## src/rtl/fetch_pkg.sv

```systemverilog
// -----------------------------------------------------------------------------
// fetch_pkg
// Shared definitions for the fetch controller: FSM state encoding and the
// default values for PC width, reset/start address and the halt opcode.
// -----------------------------------------------------------------------------
package fetch_pkg;

  localparam int         PC_W_DEF        = 8;
  localparam logic [7:0] START_ADDR_DEF  = 8'h00;
  localparam logic [7:0] HALT_OPCODE_DEF = 8'hFF;

  typedef enum logic [1:0] {
    ST_IDLE  = 2'd0,
    ST_FETCH = 2'd1,
    ST_ISSUE = 2'd2,
    ST_HALT  = 2'd3
  } fetch_state_e;

endpackage

```

## src/rtl/fetch_next_pc.sv

```systemverilog
// -----------------------------------------------------------------------------
// fetch_next_pc
// Combinational next-PC generation for the fetch controller.
//   pc_i          : current fetch PC
//   inst_pc_i     : PC of the instruction currently offered to decode
//   jump_i        : absolute redirect request
//   jump_target_i : absolute redirect target
//   branch_i      : relative redirect request (jump_i has priority)
//   branch_off_i  : signed 8-bit offset applied to inst_pc_i
//   seq_pc_o      : pc_i + 1 (sequential fetch)
//   redir_pc_o    : PC to load after a handshake (jump, branch or pc_i)
// All arithmetic wraps modulo 2^PC_W.
// -----------------------------------------------------------------------------
module fetch_next_pc
  import fetch_pkg::*;
#(
  parameter int PC_W = PC_W_DEF
) (
  input  logic [PC_W-1:0] pc_i,
  input  logic [PC_W-1:0] inst_pc_i,
  input  logic            jump_i,
  input  logic [PC_W-1:0] jump_target_i,
  input  logic            branch_i,
  input  logic [7:0]      branch_off_i,
  output logic [PC_W-1:0] seq_pc_o,
  output logic [PC_W-1:0] redir_pc_o
);

  logic signed [7:0]      off_s;
  logic        [PC_W-1:0] branch_pc;

  assign off_s     = branch_off_i;
  // Size cast of a signed operand sign-extends (or truncates) to PC_W.
  assign branch_pc = inst_pc_i + PC_W'(off_s);
  assign seq_pc_o  = pc_i + PC_W'(1);

  always_comb begin
    if (jump_i) begin
      redir_pc_o = jump_target_i;
    end else if (branch_i) begin
      redir_pc_o = branch_pc;
    end else begin
      redir_pc_o = pc_i;
    end
  end

endmodule

```

## src/rtl/fetch_ctrl.sv

```systemverilog
// -----------------------------------------------------------------------------
// fetch_ctrl
// Instruction fetch controller: reads a combinational ROM one word per FETCH
// cycle, offers the word to decode with a valid/ready handshake, applies
// jump/branch redirects on the handshake and stops on the halt opcode.
//
// Ports
//   clk_i          : clock, rising edge
//   rst_n_i        : synchronous active-low reset
//   start_i        : start fetching at START_ADDR (from IDLE or HALT)
//   rom_addr_o     : ROM address (always the current PC)
//   rom_data_i     : ROM word for rom_addr_o, same cycle
//   inst_o         : registered instruction to decode
//   inst_pc_o      : address inst_o came from
//   inst_valid_o   : inst_o/inst_pc_o valid
//   inst_ready_i   : decode accepts inst_o
//   jump_i         : absolute redirect on handshake
//   jump_target_i  : absolute redirect target
//   branch_i       : relative redirect on handshake
//   branch_off_i   : signed offset from inst_pc_o
//   halted_o       : fetch stopped on HALT_OPCODE
//   retired_o      : handshake count (only with FETCH_CTRL_PERF_EN)
//
// Build option
//   FETCH_CTRL_PERF_EN : when defined, retired_o is a saturating 16-bit count
//                        of handshakes; otherwise it is tied to zero.
// -----------------------------------------------------------------------------
module fetch_ctrl
  import fetch_pkg::*;
#(
  parameter int              PC_W        = PC_W_DEF,
  parameter logic [PC_W-1:0] START_ADDR  = PC_W'(START_ADDR_DEF),
  parameter logic [7:0]      HALT_OPCODE = HALT_OPCODE_DEF
) (
  input  logic            clk_i,
  input  logic            rst_n_i,
  input  logic            start_i,
  output logic [PC_W-1:0] rom_addr_o,
  input  logic [7:0]      rom_data_i,
  output logic [7:0]      inst_o,
  output logic [PC_W-1:0] inst_pc_o,
  output logic            inst_valid_o,
  input  logic            inst_ready_i,
  input  logic            jump_i,
  input  logic [PC_W-1:0] jump_target_i,
  input  logic            branch_i,
  input  logic [7:0]      branch_off_i,
  output logic            halted_o,
  output logic [15:0]     retired_o
);

  localparam logic [1:0] IDLE  = ST_IDLE;
  localparam logic [1:0] FETCH = ST_FETCH;
  localparam logic [1:0] ISSUE = ST_ISSUE;
  localparam logic [1:0] HALT  = ST_HALT;

  logic [1:0]      state_q, state_d;
  logic [PC_W-1:0] pc_q, pc_d;
  logic [7:0]      inst_q, inst_d;
  logic [PC_W-1:0] inst_pc_q, inst_pc_d;
  logic [PC_W-1:0] seq_pc, redir_pc;
  logic            handshake;

  assign handshake = (state_q == ISSUE) && inst_ready_i;

  fetch_next_pc #(
    .PC_W(PC_W)
  ) u_next_pc (
    .pc_i          (pc_q),
    .inst_pc_i     (inst_pc_q),
    .jump_i        (jump_i),
    .jump_target_i (jump_target_i),
    .branch_i      (branch_i),
    .branch_off_i  (branch_off_i),
    .seq_pc_o      (seq_pc),
    .redir_pc_o    (redir_pc)
  );

  always_comb begin
    state_d   = state_q;
    pc_d      = pc_q;
    inst_d    = inst_q;
    inst_pc_d = inst_pc_q;
    case (state_q)
      IDLE, HALT: begin
        if (start_i) begin
          pc_d    = START_ADDR;
          state_d = FETCH;
        end
      end
      FETCH: begin
        inst_d    = rom_data_i;
        inst_pc_d = pc_q;
        // On halt the PC stays on the halt word so it is visible on rom_addr_o.
        if (rom_data_i == HALT_OPCODE) begin
          state_d = HALT;
        end else begin
          pc_d    = seq_pc;
          state_d = ISSUE;
        end
      end
      ISSUE: begin
        // Redirects only take effect on the handshake cycle.
        if (inst_ready_i) begin
          pc_d    = redir_pc;
          state_d = FETCH;
        end
      end
      default: state_d = IDLE;
    endcase
  end

  always_ff @(posedge clk_i) begin
    if (!rst_n_i) begin
      state_q   <= IDLE;
      pc_q      <= START_ADDR;
      inst_q    <= 8'h00;
      inst_pc_q <= '0;
    end else begin
      state_q   <= state_d;
      pc_q      <= pc_d;
      inst_q    <= inst_d;
      inst_pc_q <= inst_pc_d;
    end
  end

`ifdef FETCH_CTRL_PERF_EN
  logic [15:0] retired_q, retired_d;

  always_comb begin
    retired_d = retired_q;
    if (handshake && (retired_q != 16'hFFFF)) begin
      retired_d = retired_q + 16'd1;
    end
  end

  always_ff @(posedge clk_i) begin
    if (!rst_n_i) begin
      retired_q <= 16'h0000;
    end else begin
      retired_q <= retired_d;
    end
  end

  assign retired_o = retired_q;
`else
  assign retired_o = 16'h0000;
`endif

  assign rom_addr_o   = pc_q;
  assign inst_o       = inst_q;
  assign inst_pc_o    = inst_pc_q;
  assign inst_valid_o = (state_q == ISSUE);
  assign halted_o     = (state_q == HALT);

endmodule

```

## config.mk

```make
export PLATFORM = sky130hd
export DESIGN_NAME = fetch_ctrl
export DESIGN_NICKNAME = d
export VERILOG_FILES = /design/src/rtl/fetch_pkg.sv /design/src/rtl/fetch_next_pc.sv /design/src/rtl/fetch_ctrl.sv
export SDC_FILE = /design/constraint.sdc
export NUM_CORES = 1
export LEC_CHECK = 0
export ABC_CLOCK_PERIOD_IN_PS = 2300
export CAP_MARGIN = 20
export CORE_ASPECT_RATIO = 0.75
export CORE_MARGIN = 5
export CORE_UTILIZATION = 44
export CTS_BUF_LIST = sky130_fd_sc_hd__clkbuf_8 sky130_fd_sc_hd__clkbuf_16
export DETAILED_ROUTE_END_ITERATION = 7
export GPL_ROUTABILITY_DRIVEN = 0
export PLACE_DENSITY = 0.92
export SETUP_SLACK_MARGIN = 0.2
export SYNTH_ARGS = -nofsm -noshare
export SYNTH_HDL_FRONTEND = slang
export SYNTH_SLANG_ARGS = --single-unit
```

## constraint.sdc

```tcl
create_clock -name clk_i -period 2.3 [get_ports clk_i]
set_clock_uncertainty 0.2 [all_clocks]
set_input_delay 0.23 -clock clk_i [delete_from_list [all_inputs] [get_ports clk_i]]
set_output_delay 0.23 -clock clk_i [all_outputs]
set_load 0.02 [all_outputs]
```

### After elaboration in Yosys (flattened, before gate mapping)

Cells that the tools add are included.

| operators by class | value |
|---|---|
| $add $sub $neg | 2 |
| multiplexer cells | 10 |
| reductions and logical operators | 4 |
| equality and inequality tests | 8 |

Operators by type and width:

| operator | count |
|---|---|
| $mux W8 | 5 |
| $pmux W8 S3 | 1 |
| $add A8 B1 Y8 const B | 1 |
| $add A8 B8 Y8 | 1 |
| $eq A8 B8 Y1 const B | 1 |
| $pmux W2 S3 | 1 |
| $eq A2 B2 Y1 const B | 2 |
| $mux W2 | 2 |
| $ne A2 B2 Y1 const B | 2 |
| $reduce_and A4 Y1 | 1 |
| $ne A3 B1 Y1 const B | 1 |
| $eq A2 B1 Y1 const B | 1 |
| $logic_not A2 Y1 | 1 |
| $ne A2 B1 Y1 const B | 1 |
| $reduce_and A2 Y1 | 1 |
| $reduce_or A2 Y1 | 1 |
| $mux W1 | 1 |

| word-level totals | value |
|---|---|
| bits in registers | 26 |
| output and inout port bits | 42 |
| bits of input ports | 30 |
| logic and storage cells | 28 |

### Longest topological paths before layout

Gate-level depths: netlist of run 1.

| depth | value |
|---|---|
| word-level depth | 5 |
| mapped depth | 8 |
| mapped depth without buffers | 7 |

### Cells and area by module

Synthesis of run 1 repeated with hierarchy kept, for this count alone.

| second synthesis, totals | value |
|---|---|
| cells, all modules | 206 |
| area, all modules | 1909.3 um^2 |

By module, submodules not included:

| module | cells each | area each (um^2) | sequential area each (um^2) | times used |
|---|---|---|---|---|
| fetch_ctrl | 117 | 1271.2 | 520.5 | 1 |
| fetch_next_pc | 89 | 638.1 | 0.0 | 1 |

### Worst setup path before layout of run 1

OpenSTA, ideal clock, no wires.

| path | value |
|---|---|
| path type | reg2reg |
| from | register state_q[0] |
| to | register pc_q[1], in the netlist rom_addr_o[1] |
| arrival | 1.913 ns |
| clock period less this slack | 2.183 ns |
| setup slack | 0.117 ns |
| buffers on the path | 2 |
| library setup time | 0.070 ns |
| data required time | 2.030 ns |
| cell stages (with the launch flop) | 9 |
| cell sequence | dfxtp_1 -> inv_1 -> ha_1 -> clkbuf_1 -> a21o_1 -> or2_0 -> buf_2 -> or3_1 -> a21boi_1 |

| on the way | value |
|---|---|
| elaborated cells between the ends (all ways) | 11 |
| classes of those cells | eq/ne: 7; mux: 1; reduce/logical: 3 |

RTL lines:

| element | line | RTL |
|---|---|---|
| start: declaration | fetch_ctrl.sv:57 | `logic [1:0] state_q, state_d;` |
| start signal: assignment | fetch_ctrl.sv:120 | `state_q <= state_d;` |
| $eq A2 B2 Y1 * | - |  |
| named net inst_valid_o | fetch_ctrl.sv:42 | `output logic inst_valid_o,` |
| $ne A3 B1 Y1 (no source line) or $ne A2 B1 Y1 (tied branches) | - |  |
| $reduce_and A4 Y1 (no source line) | - |  |
| end signal: assignment | fetch_ctrl.sv:121 | `pc_q <= pc_d;` |
| end: declaration | fetch_ctrl.sv:58 | `logic [PC_W-1:0] pc_q, pc_d;` |

Mark *: on every way through the listed nets, which the timed path passes. The rest lies on a longest branch.
A chain may end at the register's enable or synchronous reset.

### Worst setup path after layout of run 1

| path | value |
|---|---|
| from | input branch_off_i[0] |
| to | register pc_q[6], in the netlist rom_addr_o[6] |

| on the way | value |
|---|---|
| cells in the longest elaborated chain, start to end | 5 |

Ends and longest elaborated chain:

| element | line | RTL |
|---|---|---|
| start: declaration | fetch_ctrl.sv:47 | `input logic [7:0] branch_off_i,` |
| $add A8 B8 Y8 | fetch_next_pc.sv:34 | `assign branch_pc = inst_pc_i + PC_W'(off_s);` |
| $mux W8 | fetch_next_pc.sv:40 | `end else if (branch_i) begin` |
| $mux W8 | fetch_next_pc.sv:38 | `if (jump_i) begin` |
| $mux W8 | fetch_ctrl.sv:104 | `if (inst_ready_i) begin` |
| $pmux W8 S3 | fetch_ctrl.sv:84 | `case (state_q)` |

Every way passes these cells. The select of a mux whose other input is x is not followed.

==> impl_results.md, run 1 <==
- Max FO, Critical Path: 3
- Root Buffer: clkbuf_8
- Die width: around 85 um
- Overall Global Routing Usage: 0.1720
- Hold_ws: about 310 ps
- Period utilisation layout: 0.9244
- Layout cells sized above 1: 0.1619
- Cell taking the most area after synthesis: dfxtp_1
- Critical path class: in -> reg
- DRT Pass-1 Iters: 5
- Library cells used by synthesis: 50
- Final hold vios: 0
- Drt wl/cell: around 15 um
- Number of synthesized register bits: 26
- Worst EP arrival: about 2100 ps
- Ant diodes: 0
- Final setup violation count: 0
- NetSw: about 470 uW
- # fillers: 330
- WL final: roughly 5 mm
- Port bufs: 55
- Storage element area: roughly 520 um2
- Synthesized area per cell: about 8.6 um2
- Finished Cell Area: approximately 2600 um2
- Antenna violations before repair: 0
- Crit path time final: around 2100 ps
- Worst min path class: reg -> reg
- Cell Pwr Density: ~550 nW/um2
- Fin worst setup slack: 174.0 ps
- Post-synth top area share: 0.2834
- Sw Share: 0.3232
- Setup TNS: 0 ps
- Detailed Route Iter0 Violations: 157
- Area growth, synth to finish: 44.07%
- Int Pwr: ~990 uW
- MaxCap Viol Count: 0
- DRC violations left: 0
- Dpl ws: -200.1 ps
- Nets: between 300 and 400
- Skew-Pair Late Insertion Delay: roughly 280 ps
- Die span in y: 65.96 um
- Syn Inst Count: about 210
- Total Die Area: 5580 um2
- Worst Setup End Kind: register
- IO Count: slightly above 70
- Status: completed
- TritonCTS clock tree: built
- Final slew viol count: 0
- Pin count of the biggest net entering global routing: 29
- Core area: a little over 4000 um2
- CTS sink count: 26
- Area contributors post-synth: dfxtp_1 28%, mux2i_1 9.3%, ha_1 7.5%
- Initial cell density of the core: 0.4531
- Post-route ant nets: 0
- Critical Path RT: 2280 ps
- Area after DPL: roughly 2400 um2
- RSZ-0062 raised after global routing: no
- Synth top cells by count: 26 x dfxtp_1, 19 x nand2_1, 19 x nor2b_1, 17 x mux2i_1, 16 x buf_4
- Fmax: about 470 MHz
- Combinational Power Share: 0.386
- Clock slew at reported path FFs: 100 ps
- Cts bufs inserted: 3
- First-pass GRT wire length: 7.831 mm
- # H-tree levels: 1
- Detail Placement HPWL: 3.671 mm
- Clock Tree Buf Depth: 2
- Area of the mapped netlist: around 1800 um2
- Number of synthesized flops with an enable pin: 0
- Leakage: 1.052 nW
- Most frequent cell after synthesis: dfxtp_1
- Area occupied by multi-input gates: ~1300 um2
- Ys async rst share: 0
- Dpl cells: between 300 and 400
- Part of the power in registers: 0.348
- Row count: 20
- Vias per cell: approximately 5.4
- Ys flop type: dfxtp_1
- GRT overflow: 0
- Clock share of power: 0.266
- Peak supply drop: 0.5103 mV
- CP Launch Type: input port
- Sequential fraction of the synthesis area: 0.2834
- Via count: 1797
- Ys Warns: 0
- Final Non-Filler Cells: between 300 and 400
- Vias in the first global route: ~1.8k
logic make-up (layout without fill, tap and decap cells):
logic type               Yosys count  in the layout  share of synthesized area
adder cells (fa/ha/maj)           12             12                    0.08583
AND/OR/NAND/NOR                   78             78                     0.2255
buffers and inverters             29             78                    0.09809
multiplexers                      19             19                     0.1049
XOR/XNOR                           3              3                    0.01431
AO/OA/AOI/OAI                     46             46                     0.1860
flip-flops                        26             26                     0.2834
other                              1             16                   0.002042
final cells by class:
type	instances	area share
Clock buffer	3	0.01560
Clock inverter	1	0.01135
Inverter	4	0.005674
Multi-Input combinational cell	174	0.4903
Sequential cell	26	0.1981
Tap cell	55	0.02600
Timing Repair Buffer	70	0.2530
worst max-delay path, stage by stage:
cell and delay [ps]:
clkdlybuf4s50_1 410, ha_2 200, fa_2 390, a211oi_2 260, nor2_2 110, o211a_1 230, nor3b_2 180, o2bb2ai_1 90
layout by cell type, fill, tap and decap left out, types with 3 or more instances in the layout:
cell,instances
clkdlybuf4s50_1,54
dfxtp_1,23
nand2_1,19
nor2b_1,18
mux2i_1,17
conb_1,16
buf_4,14
nor2_1,8
ha_1,8
o21ai_0,6
nor3_1,6
o2bb2ai_1,5
inv_1,4
a21o_1,3
a21boi_0,3
and2_1,3
nand3_1,3
clkbuf_8,3
dfxtp_2,3
power groups by stage:
stage / clock network [mW] / registers [mW] / logic (mW)
floorplan: 0 / 0.544 / 0.309
global placement: 0 / 0.516 / 0.501
detailed placement: 0 / 0.518 / 0.507
CTS: 0.395 / 0.509 / 0.527
global route: 0.410 / 0.515 / 0.609
finish: 0.390 / 0.508 / 0.564
flip-flops by register name, summed over array words and instances (netlist names):
register	flops
inst_o	8
inst_pc_o	8
rom_addr_o	8
state_q	2
layer usage:
metal,share of wire,global-route usage,up-vias
li1,-,-,870
met1,0.40,0.2051,818
met2,0.47,0.2803,97
met3,0.11,0.06227,12
met4,0.024,0.07312,0
met5,0,0,-
path summary, 6_finish.rpt:
| kind | from | end | slack [ps] | cells after the start |
|---|---|---|---|---|
| max reg2reg | inst_pc_o[0]$_SDFFE_PN0P_ | rom_addr_o[6]$_SDFFE_PN0P_ | 190 | 7 |
| max | branch_off_i[0] | rom_addr_o[6]$_SDFFE_PN0P_ | 170 | 8 |
| min | inst_pc_o[7]$_SDFFE_PN0P_ | inst_pc_o[7]$_SDFFE_PN0P_ | 310 | 2 |
| min reg2reg | inst_pc_o[7]$_SDFFE_PN0P_ | inst_pc_o[7]$_SDFFE_PN0P_ | 310 | 2 |
repair_timing:
item	CTS	global route
resized for setup	7	21
hold buffers	0	0
pin swaps	0	4
setup endpoints to repair	6	8
setup buffers	1	3
metrics by stage:
| step | total power [mW] | util |
|---|---|---|
| floorplan | 0.8528 | - |
| global placement | 1.017 | 0.6031 |
| detailed placement | 1.025 | 0.6031 |
| CTS | 1.430 | 0.6278 |
| global route | 1.533 | 0.6528 |
| finish | 1.463 | 0.6528 |
No activity file was read; power rests on OpenSTA's default activity.
==> run 2, diff against run 1 <==
Settings changed: PLACE_DENSITY 0.92 to 0.85, SLEW_MARGIN set to 40.
==> impl_results.md, run 2 (synthesis gave the netlist of run 1 again) <==
- Port bufs: 55 (unchanged)
- Antenna violations before repair: 0 (unchanged)
- # H-tree levels: 1 (unchanged)
- Startpoint of the worst hold path: inst_pc_o[7]$_SDFFE_PN0P_
- Cts bufs inserted: 3 (unchanged)
- RSZ-0062 raised after global routing: yes
- DRT Pass-1 Iters: 4 (-1)
- Pwr Total: 1.453 mW (-0.69%)
- # hold bufs at CTS: 0 (unchanged)
- Clock slew at reported path FFs: 100 ps (about the same)
- Worst min path class: reg -> reg
- Worst EP arrival: 2070 ps (-40 ps)
- Vias per cell: 5.338 (-1.1%)
- Final slew viol count: 0 (unchanged)
- Total Die Area: 5580 um2 (unchanged)
- Leakage: 1.041 nW (-1.1%)
- Layout cells sized above 1: 0.1377 (-0.02419)
- Nets: 319 (-0.62%)
- Most common cell after layout, fill and taps aside: clkdlybuf4s50_1
- Status: completed
- Fmax: 477.9 MHz (+1.6%)
- First-pass GRT wire length: 7.872 mm (+0.52%)
- Critical path class: reg -> reg
- Skew-Pair Late Insertion Delay: 280 ps (about the same)
- Dpl ws: -155.4 ps (+44.67 ps)
- Vias in the first global route: 1690 (-3.9%)
- R2r setup slk: 210 ps (+20 ps)
- Cell Pwr Density: 557.4 nW/um2 (+0.84%)
- Period utilisation layout: 0.9098 (-0.01455)
- Initial cell density of the core: 0.4531 (unchanged)
- Detailed Route Iter0 Violations: 154 (-1.9%)
- Worst Setup End Kind: register
- Post-route ant nets: 0 (unchanged)
- CP Launch Type: register
- Core area: 4054 um2 (unchanged)
- # fillers: 371 (+12%)
- R2r endpoint: rom_addr_o[6]$_SDFFE_PN0P_
- Clock Tree Buf Depth: 2 (unchanged)
- Worst setup path start: inst_pc_o[0]$_SDFFE_PN0P_
- Detail Placement HPWL: 3.633 mm (-1.0%)
- Worst Hold Path EP: inst_pc_o[7]$_SDFFE_PN0P_
- Hold Path Depth: 2 (unchanged)
- Area growth, synth to finish: 41.89%
- CTS sink count: 26 (unchanged)
- IO Count: 72 (unchanged)
- Final setup violation count: 0 (unchanged)
- Max FO, Critical Path: 3 (unchanged)
- Via count: 1767 (-1.7%)
- Most frequent cells in the layout: 54 x clkdlybuf4s50_1, 23 x dfxtp_1, 19 x nand2_1
- Reg2reg start: inst_pc_o[0]$_SDFFE_PN0P_
- Ant diodes: 0 (unchanged)
- Fin worst setup slack: 207.4 ps (+33.46 ps)
- Overall Global Routing Usage: 0.1738 (+0.001823)
- WL final: 4.996 mm (-1.0%)
- Row count: 20 (unchanged)
- Final hold vios: 0 (unchanged)
- Critical Path RT: 2280 ps (about the same)
- TritonCTS clock tree: built
- GRT overflow: 0 (unchanged)
- Pin count of the biggest net entering global routing: 29 (unchanged)
- Root Buffer: clkbuf_8
- Reg2Reg Depth: 7 (unchanged)
- Peak supply drop: 0.3962 mV (-22%)
- Crit path time final: 2093 ps (-33.46 ps)
- DRC violations left: 0 (unchanged)
- Drt wl/cell: 15.09 um (-0.45%)
- MaxCap Viol Count: 0 (unchanged)
- Die span in y: 65.96 um (unchanged)
- Die width: 84.61 um (unchanged)
run 2: changes by cell type in the layout (fill, tap and decap cells not counted), moves of 2 or more:
cell	delta
dfxtp_2	-2
o21ai_0	+2
dfxtp_4	+2
nor3_2	-2
nor3_1	+2
buf_4	-2
run 2: per-layer routing:
metal	up-vias	track usage	routed length (um)
met2	84	0.3037	2353
met1	812	0.2149	2172
met5	-	0	0
li1	865	-	-
met4	0	0.03557	38
met3	6	0.04857	431
run 2: worst max-delay path by stage:
stage | depth (start not counted) | end | slack, ps
2_1_floorplan | 8 | rom_addr_o[1]$_SDFFE_PN0P_ | 220
3_3_place_gp | 7 | rom_addr_o[7]$_SDFFE_PN0P_ | -80
3_5_place_dp | 8 | rom_addr_o[6]$_SDFFE_PN0P_ | -160
4_1_cts | 7 | rom_addr_o[7]$_SDFFE_PN0P_ | 190
5_1_grt | 7 | rom_addr_o[6]$_SDFFE_PN0P_ | 130
6_report | 7 | rom_addr_o[6]$_SDFFE_PN0P_ | 210
run 2: where the power goes:
group	internal [mW]	switching, mW
Combinational	0.268	0.283
Sequential	0.483	0.0266
Clock	0.233	0.158
Total	0.985	0.468
run 2: cell type report:
| type | count | area (um2) | area share |
|---|---|---|---|
| tap | 55 | 68.82 | 0.02640 |
| multi-input combinational | 174 | 1264 | 0.4849 |
| inverter | 4 | 15.01 | 0.005761 |
| clock inverter | 1 | 30.03 | 0.01152 |
| clock buffer | 3 | 41.29 | 0.01584 |
| timing repair buffer | 68 | 658.1 | 0.2525 |
| sequential | 26 | 529.3 | 0.2031 |
run 2: timing repair:
item | 4_1_cts | 5_1_grt
pin swaps | 0 | 9
setup endpoints to repair | 5 | 7
endpoints found under the hold margin | 0 | 0
resized for setup | 5 | 19
setup buffers | 0 | 3
run 2: stage by stage:
stage	std cells	instance area, um2	utilization	hold slack [ps]	TNS [ps]
floorplan	229	1909	-	199.5	0
detailed placement	324	2437	0.6012	293.6	-381.6
global route	331	2606	0.6429	329.5	0
finish	331	2606	0.6429	304.3	0
global placement	324	2437	0.6012	287.4	-200.1
CTS	328	2525	0.6228	307.0	0
run 2: critical path, stage by stage, from the launching register on:
cell       delay (ps)
dfxtp_4           360
ha_4              160
fa_2              420
a211oi_2          270
nor2_2             90
o211a_1           240
nor3b_2           170
o2bb2ai_1          70
